## src/rtl/mips_ctrl_pkg.sv

```systemverilog
// Shared encodings for the multicycle MIPS control unit: FSM states, opcodes,
// datapath select codes and the retirement predicate.
package mips_ctrl_pkg;

  localparam logic [3:0] S_FETCH  = 4'd0;
  localparam logic [3:0] S_DECODE = 4'd1;
  localparam logic [3:0] S_MEMADR = 4'd2;
  localparam logic [3:0] S_MEMRD  = 4'd3;
  localparam logic [3:0] S_MEMWB  = 4'd4;
  localparam logic [3:0] S_MEMWR  = 4'd5;
  localparam logic [3:0] S_EXEC   = 4'd6;
  localparam logic [3:0] S_RWB    = 4'd7;
  localparam logic [3:0] S_BRANCH = 4'd8;
  localparam logic [3:0] S_JUMP   = 4'd9;
  localparam logic [3:0] S_ADDIEX = 4'd10;
  localparam logic [3:0] S_ADDIWB = 4'd11;

  localparam logic [5:0] OP_RTYPE = 6'b000000;
  localparam logic [5:0] OP_LW    = 6'b100011;
  localparam logic [5:0] OP_SW    = 6'b101011;
  localparam logic [5:0] OP_BEQ   = 6'b000100;
  localparam logic [5:0] OP_J     = 6'b000010;
  localparam logic [5:0] OP_ADDI  = 6'b001000;

  typedef enum logic [1:0] {
    SRCB_B       = 2'b00,
    SRCB_FOUR    = 2'b01,
    SRCB_IMM     = 2'b10,
    SRCB_IMM_SH2 = 2'b11
  } alusrcb_t;

  typedef enum logic [1:0] {
    ALUOP_ADD   = 2'b00,
    ALUOP_SUB   = 2'b01,
    ALUOP_FUNCT = 2'b10
  } aluop_t;

  typedef enum logic [1:0] {
    PCSRC_ALU    = 2'b00,
    PCSRC_ALUOUT = 2'b01,
    PCSRC_JUMP   = 2'b10
  } pcsource_t;

  // An instruction retires on the step back to FETCH from a final state;
  // MEMWR only finishes once memory has accepted the write.
  function automatic logic retires(input logic [3:0] s, input logic mem_ready);
    return (s == S_MEMWB) || (s == S_RWB) || (s == S_BRANCH) ||
           (s == S_JUMP) || (s == S_ADDIWB) || ((s == S_MEMWR) && mem_ready);
  endfunction

endpackage

```

## src/rtl/mips_ctrl_decode.sv

```systemverilog
// Combinational state-to-control decode for the multicycle MIPS controller.
module mips_ctrl_decode
  import mips_ctrl_pkg::*;
(
  input  logic [3:0] state,
  input  logic       reset,
  input  logic       mem_ready,
  input  logic       is_zero,
  output logic       pc_en,
  output logic       IorD,
  output logic       MemRead,
  output logic       MemWrite,
  output logic       IRWrite,
  output logic       RegDst,
  output logic       MemtoReg,
  output logic       RegWrite,
  output logic       ALUSrcA,
  output logic [1:0] ALUSrcB,
  output logic [1:0] ALUOp,
  output logic [1:0] PCSource
);

  always_comb begin
    pc_en    = 1'b0;
    IorD     = 1'b0;
    MemRead  = 1'b0;
    MemWrite = 1'b0;
    IRWrite  = 1'b0;
    RegDst   = 1'b0;
    MemtoReg = 1'b0;
    RegWrite = 1'b0;
    ALUSrcA  = 1'b0;
    ALUSrcB  = SRCB_B;
    ALUOp    = ALUOP_ADD;
    PCSource = PCSRC_ALU;
    case (state)
      S_FETCH: begin
        MemRead = 1'b1;
        ALUSrcB = SRCB_FOUR;
        pc_en   = mem_ready;
        IRWrite = mem_ready;
      end
      S_DECODE: ALUSrcB = SRCB_IMM_SH2;
      S_MEMADR: begin
        ALUSrcA = 1'b1;
        ALUSrcB = SRCB_IMM;
      end
      S_MEMRD: begin
        MemRead = 1'b1;
        IorD    = 1'b1;
      end
      S_MEMWB: begin
        MemtoReg = 1'b1;
        RegWrite = 1'b1;
      end
      S_MEMWR: begin
        MemWrite = 1'b1;
        IorD     = 1'b1;
      end
      S_EXEC: begin
        ALUSrcA = 1'b1;
        ALUOp   = ALUOP_FUNCT;
      end
      S_RWB: begin
        RegDst   = 1'b1;
        RegWrite = 1'b1;
      end
      S_BRANCH: begin
        ALUSrcA  = 1'b1;
        ALUOp    = ALUOP_SUB;
        PCSource = PCSRC_ALUOUT;
        pc_en    = is_zero;
      end
      S_JUMP: begin
        PCSource = PCSRC_JUMP;
        pc_en    = 1'b1;
      end
      S_ADDIEX: begin
        ALUSrcA = 1'b1;
        ALUSrcB = SRCB_IMM;
      end
      S_ADDIWB: RegWrite = 1'b1;
      default: ;
    endcase
    // Reset abandons any in-flight access, so no side-effecting strobe may leak out.
    if (reset) begin
      pc_en    = 1'b0;
      IRWrite  = 1'b0;
      RegWrite = 1'b0;
      MemRead  = 1'b0;
      MemWrite = 1'b0;
    end
  end

endmodule

```

## src/rtl/mips_mc_ctrl.sv

```systemverilog
// Multicycle MIPS control FSM: next-state logic, illegal-opcode pulse and
// retired-instruction counter; control decode lives in mips_ctrl_decode.
module mips_mc_ctrl
  import mips_ctrl_pkg::*;
#(
  parameter int CNT_W = 32
) (
  input  logic             globalclock,
  input  logic             globalreset,
  input  logic [5:0]       opcode,
  input  logic             isZero,
  input  logic             mem_ready,
  output logic             pc_en,
  output logic             IorD,
  output logic             MemRead,
  output logic             MemWrite,
  output logic             IRWrite,
  output logic             RegDst,
  output logic             MemtoReg,
  output logic             RegWrite,
  output logic             ALUSrcA,
  output logic [1:0]       ALUSrcB,
  output logic [1:0]       ALUOp,
  output logic [1:0]       PCSource,
  output logic [3:0]       state,
  output logic             illegal_op,
  output logic [CNT_W-1:0] instr_count
);

  localparam logic [CNT_W-1:0] CNT_ONE = CNT_W'(1);

  logic [3:0] next_state;
  logic       illegal_next;

  always_comb begin
    next_state   = state;
    illegal_next = 1'b0;
    case (state)
      S_FETCH:  if (mem_ready) next_state = S_DECODE;
      S_DECODE: begin
        case (opcode)
          OP_LW, OP_SW: next_state = S_MEMADR;
          OP_RTYPE:     next_state = S_EXEC;
          OP_BEQ:       next_state = S_BRANCH;
          OP_J:         next_state = S_JUMP;
          OP_ADDI:      next_state = S_ADDIEX;
          default: begin
            next_state   = S_FETCH;
            illegal_next = 1'b1;
          end
        endcase
      end
      // The IR still holds the opcode, so lw/sw split here rather than in DECODE.
      S_MEMADR: next_state = (opcode == OP_LW) ? S_MEMRD : S_MEMWR;
      S_MEMRD:  if (mem_ready) next_state = S_MEMWB;
      S_MEMWR:  if (mem_ready) next_state = S_FETCH;
      S_EXEC:   next_state = S_RWB;
      S_ADDIEX: next_state = S_ADDIWB;
      S_MEMWB, S_RWB, S_BRANCH, S_JUMP, S_ADDIWB: next_state = S_FETCH;
      default: begin
        next_state   = S_FETCH;
        illegal_next = 1'b1;
      end
    endcase
  end

  always_ff @(posedge globalclock) begin
    if (globalreset) begin
      state       <= S_FETCH;
      illegal_op  <= 1'b0;
      instr_count <= '0;
    end else begin
      state      <= next_state;
      illegal_op <= illegal_next;
      if (retires(state, mem_ready)) instr_count <= instr_count + CNT_ONE;
    end
  end

  mips_ctrl_decode u_decode (
    .state     (state),
    .reset     (globalreset),
    .mem_ready (mem_ready),
    .is_zero   (isZero),
    .pc_en     (pc_en),
    .IorD      (IorD),
    .MemRead   (MemRead),
    .MemWrite  (MemWrite),
    .IRWrite   (IRWrite),
    .RegDst    (RegDst),
    .MemtoReg  (MemtoReg),
    .RegWrite  (RegWrite),
    .ALUSrcA   (ALUSrcA),
    .ALUSrcB   (ALUSrcB),
    .ALUOp     (ALUOp),
    .PCSource  (PCSource)
  );

endmodule

```

## config.mk

```make
export PLATFORM = sky130hd
export DESIGN_NAME = mips_mc_ctrl
export DESIGN_NICKNAME = d
export VERILOG_FILES = /design/src/rtl/mips_ctrl_pkg.sv /design/src/rtl/mips_ctrl_decode.sv /design/src/rtl/mips_mc_ctrl.sv
export SDC_FILE = /design/constraint.sdc
export NUM_CORES = 1
export LEC_CHECK = 0
export BUFFER_PORTS_ARGS = -buffer_cell sky130_fd_sc_hd__buf_2
export CORE_MARGIN = 1.5
export CORE_UTILIZATION = 25
export CTS_CLUSTER_DIAMETER = 100
export DETAILED_ROUTE_END_ITERATION = 16
export PLACE_DENSITY = 0.56
export SETUP_SLACK_MARGIN = 0.15
export SYNTH_ARGS = -nofsm -noshare
export SYNTH_HDL_FRONTEND = slang
export SYNTH_SLANG_ARGS = --single-unit
```

## constraint.sdc

```tcl
create_clock -name globalclock -period 5.4 [get_ports globalclock]
set_input_delay 0.27 -clock globalclock [delete_from_list [all_inputs] [get_ports globalclock]]
set_output_delay 0.27 -clock globalclock [all_outputs]
set_load 0.02 [all_outputs]
```

**Word-level counts from Yosys, hierarchy flattened**

Cells that the tools add are included.

- Word-level logic and storage cells: 65
- Output and inout bits: 52
- Input bits: 10
- Register bits: 37

- Muxes and demuxes: 25
- Equal/unequal tests: 19
- Reduce and logical (&&, ||, !) cells: 17
- $add $sub $neg: 1

Operators by type and width:

| operator | count |
|---|---|
| adder 32 x 1 -> 32 bit, second input constant | 1 |
| case mux 4 bit (7 select lines) | 1 |
| case mux 4 bit (5 select lines) | 1 |
| == test 4 x 3 -> 1 bit, second input constant | 4 |
| == test 4 bit, second input constant | 4 |
| 2-to-1 mux 1 bit | 14 |
| == test 6 bit, second input constant | 2 |
| 2-to-1 mux 4 bit | 3 |
| OR reduction 11 bit | 1 |
| == test 4 x 2 -> 1 bit, second input constant | 2 |
| case mux 2 bit (2 select lines) | 2 |
| OR reduction 2 bit | 4 |
| == test 6 x 2 -> 1 bit, second input constant | 1 |
| == test 6 x 3 -> 1 bit, second input constant | 1 |
| == test 6 x 4 -> 1 bit, second input constant | 1 |
| logical NOT 6 bit | 1 |
| inequality test 2 bit, second input constant | 3 |
| case mux 2 bit (3 select lines) | 1 |
| OR reduction 6 bit | 1 |
| logical OR 1 bit | 5 |
| == test 4 x 1 -> 1 bit, second input constant | 1 |
| logical NOT 4 bit | 1 |
| OR reduction 4 bit | 1 |
| 2-to-1 mux 3 bit | 1 |
| 5 further kinds | 5 |

**Longest topological paths before layout**

Gate-level depths: netlist of run 1.

- Depth in word-level cells: 6
- Depth in mapped cells: 7
- Mapped depth without buffers: 5

**Cells and area by module**

Synthesis of run 1 repeated with hierarchy kept, for this count alone.

- Cell total of the unflattened synthesis: 264
- Area total of the unflattened synthesis: 2105.8 µm²

By module, submodules not included:

| module | area an instance (µm²) | cells each | seq. area each (µm²) | instances |
|---|---|---|---|---|
| mips_mc_ctrl | 1864.3 | 231 | 740.7 | 1 |
| mips_ctrl_decode | 241.5 | 33 | 0.0 | 1 |

**Least setup slack after synthesis of run 1**

No wires, ideal clock.

- Kind: register to output
- From: register state[0]
- To: output port pc_en
- Buffers on the path: 1
- Setup slack: 3.110 ns
- Stages on the path, launching flop included: 4
- Data required time: 5.130 ns
- Data arrival time: 2.020 ns
- Path through: dfxtp_1 clkbuf_1 o21ai_0 a2111oi_0

- Word-level cells in the longest chain between the ends: 3
- Elaborated cells on any way between the ends: 5
- Those cells by class: eq/ne: 2; mux: 2; reduce/logical: 1

Ends and longest elaborated chain:

| what | RTL line | RTL |
|---|---|---|
| from (decl) | mips_mc_ctrl.sv:25 | `output logic [3:0] state,` |
| from (signal assigned) | mips_mc_ctrl.sv:73 | `state <= next_state;` |
| == test 4 bit or logical NOT 4 bit (tied branches) | mips_ctrl_decode.sv:36 | `case (state)` |
| case mux 1 bit (3 select lines) * | mips_ctrl_decode.sv:36 |  |
| 2-to-1 mux 1 bit * | mips_ctrl_decode.sv:86 | `if (reset) begin` |
| to (decl) | mips_mc_ctrl.sv:13 | `output logic pc_en,` |

Mark *: on every way between the ends. The rest lies on a longest branch, timed or not.

**Worst setup path after layout of run 1**

- From: register state[2]
- To: register instr_count[31]

- Word-level cells in the longest chain between the ends: 6
- Elaborated cells on any way between the ends: 12
- Those cells by class: eq/ne: 6; reduce/logical: 6

Ends and longest elaborated chain:

| what | RTL line | RTL |
|---|---|---|
| == test 4 x 3 -> 1 bit | mips_ctrl_pkg.sv:47 | `return (s == S_MEMWB) \|\| (s == S_RWB) \|\| (s == S_BRANCH) \|\|` |
| logical OR 1 bit (3 in series) | mips_ctrl_pkg.sv:47 |  |
| logical OR 1 bit | mips_ctrl_pkg.sv:48 | `(s == S_JUMP) \|\| (s == S_ADDIWB) \|\| ((s == S_MEMWR) && mem_ready);` |
| logical OR 1 bit * | mips_ctrl_pkg.sv:48 |  |
| to (signal assigned) | mips_mc_ctrl.sv:75 | `if (retires(state, mem_ready)) instr_count <= instr_count + CNT_ONE;` |
| to (decl) | mips_mc_ctrl.sv:27 | `output logic [CNT_W-1:0] instr_count` |

Marked as above.
A chain may end at the register's enable or synchronous reset.

==> key figures, run 1 <==
Floorplan
  • Initial core utilization: between 20 and 30%
  • Die ar.: 8972 sq um
  • # rows: 33
  • # IOs: a little over 60
  • Core area: 8175 sq um
  • Die Width: ~95 microns
  • Die Y: between 90 and 100 microns

Synthesis
  • Seq cells post-synth: 37
  • Most used DFF post-synth: dfxtp_1
  • Synthesized area: between 2000 and 2500 sq um
  • Register area share after synthesis: 35.22%
  • EDFF count, synth: 0
  • Post-synth ARST share: 0%
  • Synth unique cells: 46
  • Syn Nets: 280
  • Syn_area_per_cell: a little under 8 sq um
  • Gate Count Post-Synth: 269
  • Ys Warns: 0

Timing
  • Final Hold Viols: 0
  • Relative slew slack: 51.01%
  • RSZ-0062 raised after global routing: false
  • Slew Limit Fails: 0
  • Setup Viol. Count Final: 0
  • Period utilization: between 40% and 50%
  • Final TNS setup: 0 ns
  • Worst clock skew: roughly 0.0088 ns
  • Fmax: 0.4245 GHz
  • Tmin final: 2.356 ns
  • Worst-margin pin slew: between 0.7 and 0.8 ns

Detailed routing
  • Metal3 WL: about 240 microns
  • M1 WL: about 2700 microns
  • Drt via density: 4.903
  • Total wire length: between 5000 and 6000 microns
  • DR pass1 iterations: 4
  • DR WL met2: approximately 2500 microns
  • DRC viols: 0
  • Detailed-route via count: about 2100
  • Post-DRT Antenna Nets: 0
  • Top Metal Used: met4
  • Initial DRC Count: around 120
  • Wire length per cell: 12.77 microns

Pwr
  • Max IR drop VDD: approximately 0.076 mV
  • Switching Share: between 20% and 30%
  • Clock power frac: 44.1%
  • Pwr/cell area: between 200 and 250 nW/um^2
  • Cell Int Power: between 0.0004 and 0.0005 W
  • LEAKAGE: between 1 and 1.5 nW
  • Switching pwr: roughly 0.00013 W
  • Part of the power in registers: about half
  • Share of power burned in combinational logic: 6.7%

Global route
  • Congestion Overflow GR: 0
  • Largest net degree at the start of global routing: 42
  • Total global-route track usage: between 10% and 20%
  • First-pass GRT wire length: about 9000 microns
  • Vias in the first global route: approximately 1900
  • Initial antenna violation count: 0

Critical path
  • CP Launch Type: flip-flop
  • Worst Path Max Fanout: 20
  • WS Path Type: flip-flop to flip-flop
  • Worst Reg-to-Reg Cells: 5
  • WP data arrival: approximately 2.6 ns
  • Reg-to-reg setup timing slack: between 3 and 4 ns
  • Max incr delay on CP: roughly 0.75 ns
  • Crit. End Element: flip-flop
  • CP delay by family, top: simple AND/OR/NAND/NOR gates
  • Worst path slowest cell: dfxtp_1
  • Worst Path Buf+Inv: 0
  • Data required time of the worst path: 5.62 ns
  • Worst-path cell chain: nand2b_4 -> o21ai_2 -> nand4_1 -> or3_1 -> a21oi_1
  • Levels on crit path: 5

CTS
  • Resized cells post-CTS: 0
  • CTS tree: yes
  • Clk root buf: clkbuf_8
  • Worst-Skew Late Latency: slightly below 0.3 ns
  • Setup bufs post-CTS: 0
  • Clock transition at path regs: approximately 0.07 ns
  • CTS Buf Count: 5
  • Clock Path Buffers: 2
  • CTS hold repair buffers: 0
  • H-tree lvl count: 2
  • Clock Sinks: 37

Final layout
  • ANT cells: 0
  • Nets: about 340
  • Layout area overhead: 23.97%
  • Post-layout util: between 30% and 40%
  • Share of cells above drive strength 1: roughly a quarter
  • Most common cell after layout, fill and taps aside: buf_2
  • Commonest cells after routing, fill and taps aside: buf_2, dfxtp_1, nor2_1, nand2_1, o21ai_0

Placed design
  • HPWL Detailed: ~4100 microns
  • IO Port Bufs: 61
  • RePlAce Congestion: roughly 0.86

Worst hold path
  • Hold Crit Depth: 4
  • Hold WC Path Type: primary input to flip-flop

Status
  • Outcome: complete, no violations

Run
  • Max-Cap Viols: 0
[worst register-to-register path, delay by kind of cell (launching register included)]
family	cells	cell delay, ns
and+or+nand+nor	3	1.00
DFF	1	0.75
AOI/OAI and AO/OA	2	0.52
[synth_stat cells, drive strengths merged (8+ instances only)]
master,count,area share (%)
nor2,35,6.2
or3,13,3.9
dfxtp,37,35
xor2,8,3.3
xnor2,12,5.0
nor3,13,3.6
nand3,11,2.6
a21oi,17,4.0
nand2,24,4.3
nand4,12,4.6
clkbuf,10,1.8
nor4,11,3.3
o21ai,19,4.7
[registers in the layout (all words and copies together), names as in the netlist]
register,count
instr_count,32
state,4
illegal_op,1
[stage by stage]
stage	hold WS, ns	worst slack (ns)	total power (W)	cell area (sq um)	instances
5_1_grt	0.3318	2.803	0.0005885	2608	432
2_1_floorplan	0.4469	3.110	0.0003071	2103	269
3_5_place_dp	0.4921	3.029	0.0003219	2491	424
4_1_cts	0.3181	3.024	0.0005724	2608	432
6_report	0.3306	3.044	0.0005637	2608	432
3_3_place_gp	0.4695	3.132	0.0003219	2491	424
[worst paths after layout]
check	end	start
max	instr_count[31]$_SDFFE_PP0P_	state[2]$_SDFFE_PP0P_
min	state[0]$_SDFFE_PP0P_	mem_ready
max reg2reg	instr_count[31]$_SDFFE_PP0P_	state[2]$_SDFFE_PP0P_
min reg2reg	instr_count[31]$_SDFFE_PP0P_	instr_count[31]$_SDFFE_PP0P_
[final cells by class]
type / count / area [sq um]
fillers: 904 / 5568
multi-input cells: 219 / 1306
flip-flops and latches: 37 / 740.7
repair buffers: 61 / 305.3
well taps: 105 / 131.4
clock buffers: 7 / 86.33
clock inverters: 1 / 30.03
inverters: 2 / 7.507
[metal layers]
metal  GRT usage (%)  up-vias
met5               0        -
met4           4.478        0
met3           3.301       10
met2           19.17       37
met1           18.00      979
li1                -     1092
[logic make-up after synthesis]
family / Yosys count / share of synthesized area, %
AO/OA/AOI/OAI: 48 / 13.56
multiplexers: 1 / 0.4759
XOR/XNOR: 20 / 8.328
AND/OR/NAND/NOR: 149 / 39.14
buffers and inverters: 13 / 2.677
adder cells (fa/ha/maj): 1 / 0.5948
flip-flops: 37 / 35.22
[power by group through the flow]
| stage | combinational, W | sequential [W] | clock [W] |
|---|---|---|---|
| 2_1_floorplan | 0.0000235 | 0.000284 | 0 |
| 3_3_place_gp | 0.0000380 | 0.000284 | 0 |
| 3_5_place_dp | 0.0000379 | 0.000284 | 0 |
| 4_1_cts | 0.0000379 | 0.000278 | 0.000257 |
| 5_1_grt | 0.0000413 | 0.000278 | 0.000269 |
| 6_report | 0.0000377 | 0.000278 | 0.000248 |
No activity file was read; power rests on OpenSTA's default activity.
==> run 2: changes to the inputs <==
- ABC_AREA: unset -> 1
- PLACE_DENSITY: 0.56 -> 0.55
- clock period: 5.4 -> 2.3 ns (I/O delays scaled with it)
==> key figures, run 2 <==
Final layout
  • Layout area overhead: 22.22%
  • Top flop regs: instr_count: 32 flops, state: 4 flops, illegal_op: 1 flops
  • Share of cells above drive strength 1: 19.39% (-5.1 points)
  • ANT cells: 0 (unchanged)
  • Max FFs per register: 32 (unchanged)
  • Most common cell after layout, fill and taps aside: nand2_1
  • Post-layout util: 31.43% (-0.47 points)
  • Largest Register: instr_count
  • FF+latch area: 740.7 sq um (unchanged)
  • Fillers: 1060 (+17%)
  • Multi-input gate area: 1359 sq um (+4.0%)
  • Commonest cells after routing, fill and taps aside: nand2_1, nor2_1, buf_2, inv_1, nand3_1
  • Nets: 469 (+39%)

Critical path
  • WP data arrival: 1.76 ns (-0.81 ns)
  • Worst Path Max Fanout: 6 (-70%)
  • Data required time of the worst path: 2.18 ns (-3.44 ns)
  • CP Launch Type: flip-flop
  • Crit. End Element: primary output
  • Crit path from: state[1]$_SDFFE_PP0P_
  • Worst R2R Start: instr_count[0]$_SDFFE_PP0P_
  • Reg-to-reg setup timing slack: 0.54 ns (-2.50 ns)
  • Reg-to-reg endpoint: instr_count[22]$_SDFFE_PP0P_
  • Worst Reg-to-Reg Cells: 8 (+3)
  • Critical path destination: ALUSrcB[1]
  • WS Path Type: flip-flop to primary output

Timing
  • Setup Viol. Count Final: 0 (unchanged)
  • Worst-margin pin slew: 0.4547 ns (-0.2802 ns)
  • Final Hold Viols: 0 (unchanged)
  • Final TNS setup: 0 ns (unchanged)
  • Fmax: about 0.53 GHz
  • Relative slew slack: 69.69% (+19 points)
  • Tmin final: roughly 1.9 ns
  • Slew Limit Fails: 0 (unchanged)
  • RSZ-0062 raised after global routing: false
  • Worst clock skew: 0.01159 ns (+0.002758 ns)
  • Worst hold slack: 0.1716 ns (-0.1589 ns)
  • Period utilization: between 80% and 90%

Synthesis
  • Mux share of post-synthesis cell area: 0% (-0.48 points)
  • Gate Count Post-Synth: 398 (+48%)
  • Most used DFF post-synth: dfxtp_1
  • Synthesized area: 2365 sq um (+12%)
  • Seq cells post-synth: 37 (unchanged)
  • Yosys top cell area share: 31.32% (-3.9 points)
  • EDFF count, synth: 0 (unchanged)
  • Syn_area_per_cell: 5.942 sq um (-24%)
  • Ys Warns: 0 (unchanged)
  • Synth top cells by count: nand2_1, nor2_1, inv_1, nand3_1, dfxtp_1
  • Top-count cell post-synth: nand2_1
  • Largest family of logic cells by synthesized area: simple AND/OR/NAND/NOR gates
  • Post-Synth Adder-Cell Area: 0.5291% (-0.066 points)
  • Post-synth ARST share: 0% (unchanged)
  • Largest area contributor in the netlist: dfxtp_1
  • Synth Area in Compound Gates: 6.878% (-6.7 points)
  • Xor/xnor cell area share of the yosys netlist: 1.111% (-7.2 points)
  • Simple-gate share of the synthesized area: 48.94% (+9.8 points)
  • Syn Nets: 409 (+46%)
  • Register area share after synthesis: 31.32% (-3.9 points)
  • Synth unique cells: 29 (-37%)
  • Synth top area cells: dfxtp_1, nand2_1, nor2_1

Detailed routing
  • Post-DRT Antenna Nets: 0 (unchanged)
  • DRC viols: 0 (unchanged)
  • Detailed-route via count: 2642 (+25%)
  • Initial DRC Count: 100 (-19%)
  • Drt via density: 4.635 (-5.5%)
  • DR pass1 iterations: 4 (unchanged)
  • Total wire length: 6671 microns (+21%)
  • Wire length per cell: 11.70 microns (-8.4%)

CTS
  • Clk root buf: clkbuf_8
  • CTS hold repair buffers: 0 (unchanged)
  • Clock Path Buffers: 2 (unchanged)
  • Clock transition at path regs: 0.09 ns (+0.02 ns)
  • CTS tree: yes
  • H-tree lvl count: 2 (unchanged)
  • CTS Buf Count: 5 (unchanged)
  • Resized cells post-CTS: 0 (unchanged)
  • Clock Sinks: 37 (unchanged)
  • Setup bufs post-CTS: 0 (unchanged)
  • Worst-Skew Late Latency: 0.29 ns (about the same)

Worst hold path
  • Hold WC Path Type: primary input to flip-flop
  • Hold path start: mem_ready

Global route
  • Total global-route track usage: 13.49% (+0.57 points)
  • First-pass GRT wire length: 11110 microns (+21%)
  • Met1 GRT Util: 18.02% (+0.023 points)
  • Initial antenna violation count: 0 (unchanged)
  • Grt met2 use: 23.02% (+3.9 points)
  • Congestion Overflow GR: 0 (unchanged)
  • GRT busiest layer: met2
  • Largest net degree at the start of global routing: 59 (+40%)
  • M3 GR Usage: 1.811% (-1.5 points)
  • Vias in the first global route: 2350 (+23%)

Floorplan
  • Initial core utilization: 25.71% (about the same)
  • # rows: 35 (+6.1%)
  • Die ar.: 10050 sq um (+12%)
  • Die Width: 100.3 microns (+5.8%)
  • Core area: 9196 sq um (+12%)
  • Die Y: 100.3 microns (+5.8%)
  • # IOs: 62 (unchanged)

Pwr
  • Pwr/cell area: 478.3 nW/um^2 (+120%)
  • LEAKAGE: 1.364 nW (+35%)
  • Max IR drop VDD: 0.2174 mV (+180%)

Status
  • Outcome: complete, no violations

Placed design
  • HPWL Detailed: 5044 microns (+22%)
  • IO Port Bufs: 61 (unchanged)
  • RePlAce Congestion: 0.8245 (-3.9%)

Run
  • Max-Cap Viols: 0 (unchanged)
[run 2: changes by cell type in the layout (fill, tap and decap cells not counted), sizes merged, moves of 4 or more]
cell	previous run	this run
nand4	12	22
nor4	11	0
o21ai	19	6
nand3	11	42
or3	13	0
inv	2	51
xor2	8	1
nand2b	7	0
nor3	13	4
nor3b	4	0
nor2	35	82
nand2	24	111
xnor2	12	2
[run 2: where the power goes]
part / internal, W / switching, W / total, W
Clock: 0.000353 / 0.000261 / 0.000614
Sequential: 0.000644 / 0.00000639 / 0.000651
Combinational: 0.0000367 / 0.0000810 / 0.000118
Total: 0.00103 / 0.000348 / 0.00138
[run 2: layer usage]
metal / routed length, microns / up-vias
li1: - / 1391
met1: 3278 / 1193
met2: 3058 / 51
met3: 238 / 7
met4: 96 / 0
met5: 0 / -
[run 2: worst min-delay path by stage]
stage                             endpoint  slack (ns)  cells after the start
2_1_floorplan  instr_count[0]$_SDFFE_PP0P_        0.31                      3
3_3_place_gp         state[1]$_SDFFE_PP0P_        0.49                      4
3_5_place_dp         state[1]$_SDFFE_PP0P_        0.49                      4
4_1_cts              state[1]$_SDFFE_PP0P_        0.18                      4
5_1_grt              state[1]$_SDFFE_PP0P_        0.19                      4
6_report             state[1]$_SDFFE_PP0P_        0.17                      4
[run 2: metrics by stage]
step	cells	total power (W)	area (sq um)	setup slack (ns)
finish	570	0.001382	2890	0.4292
global route	570	0.001432	2890	0.3312
CTS	570	0.001396	2890	0.4382
detailed placement	562	0.0007838	2770	0.5747
global placement	562	0.0007827	2770	0.5813
floorplan	398	0.0007443	2365	0.6096
[run 2: kinds of logic (layout without fill, tap and decap cells)]
group / after synthesis / in the layout
flops: 37 / 37
xor+xnor: 3 / 3
simple gates: 266 / 266
compound gates: 29 / 29
fa+ha+maj: 1 / 1
buf+inv: 62 / 123
[run 2: critical path, stage by stage, from the launching register on]
cell     delay, ns
dfxtp_1       0.48
inv_2         0.12
nand2_1       0.11
nor2_1        0.10
or3b_2        0.47
buf_2         0.17
[run 2: final cells by class]
type	count	area share, %
multi-input combinational	299	47.01
sequential	37	25.63
timing repair buffer	64	11.77
inverter	51	6.623
tap	111	4.805
clock buffer	6	2.857
clock inverter	2	1.299
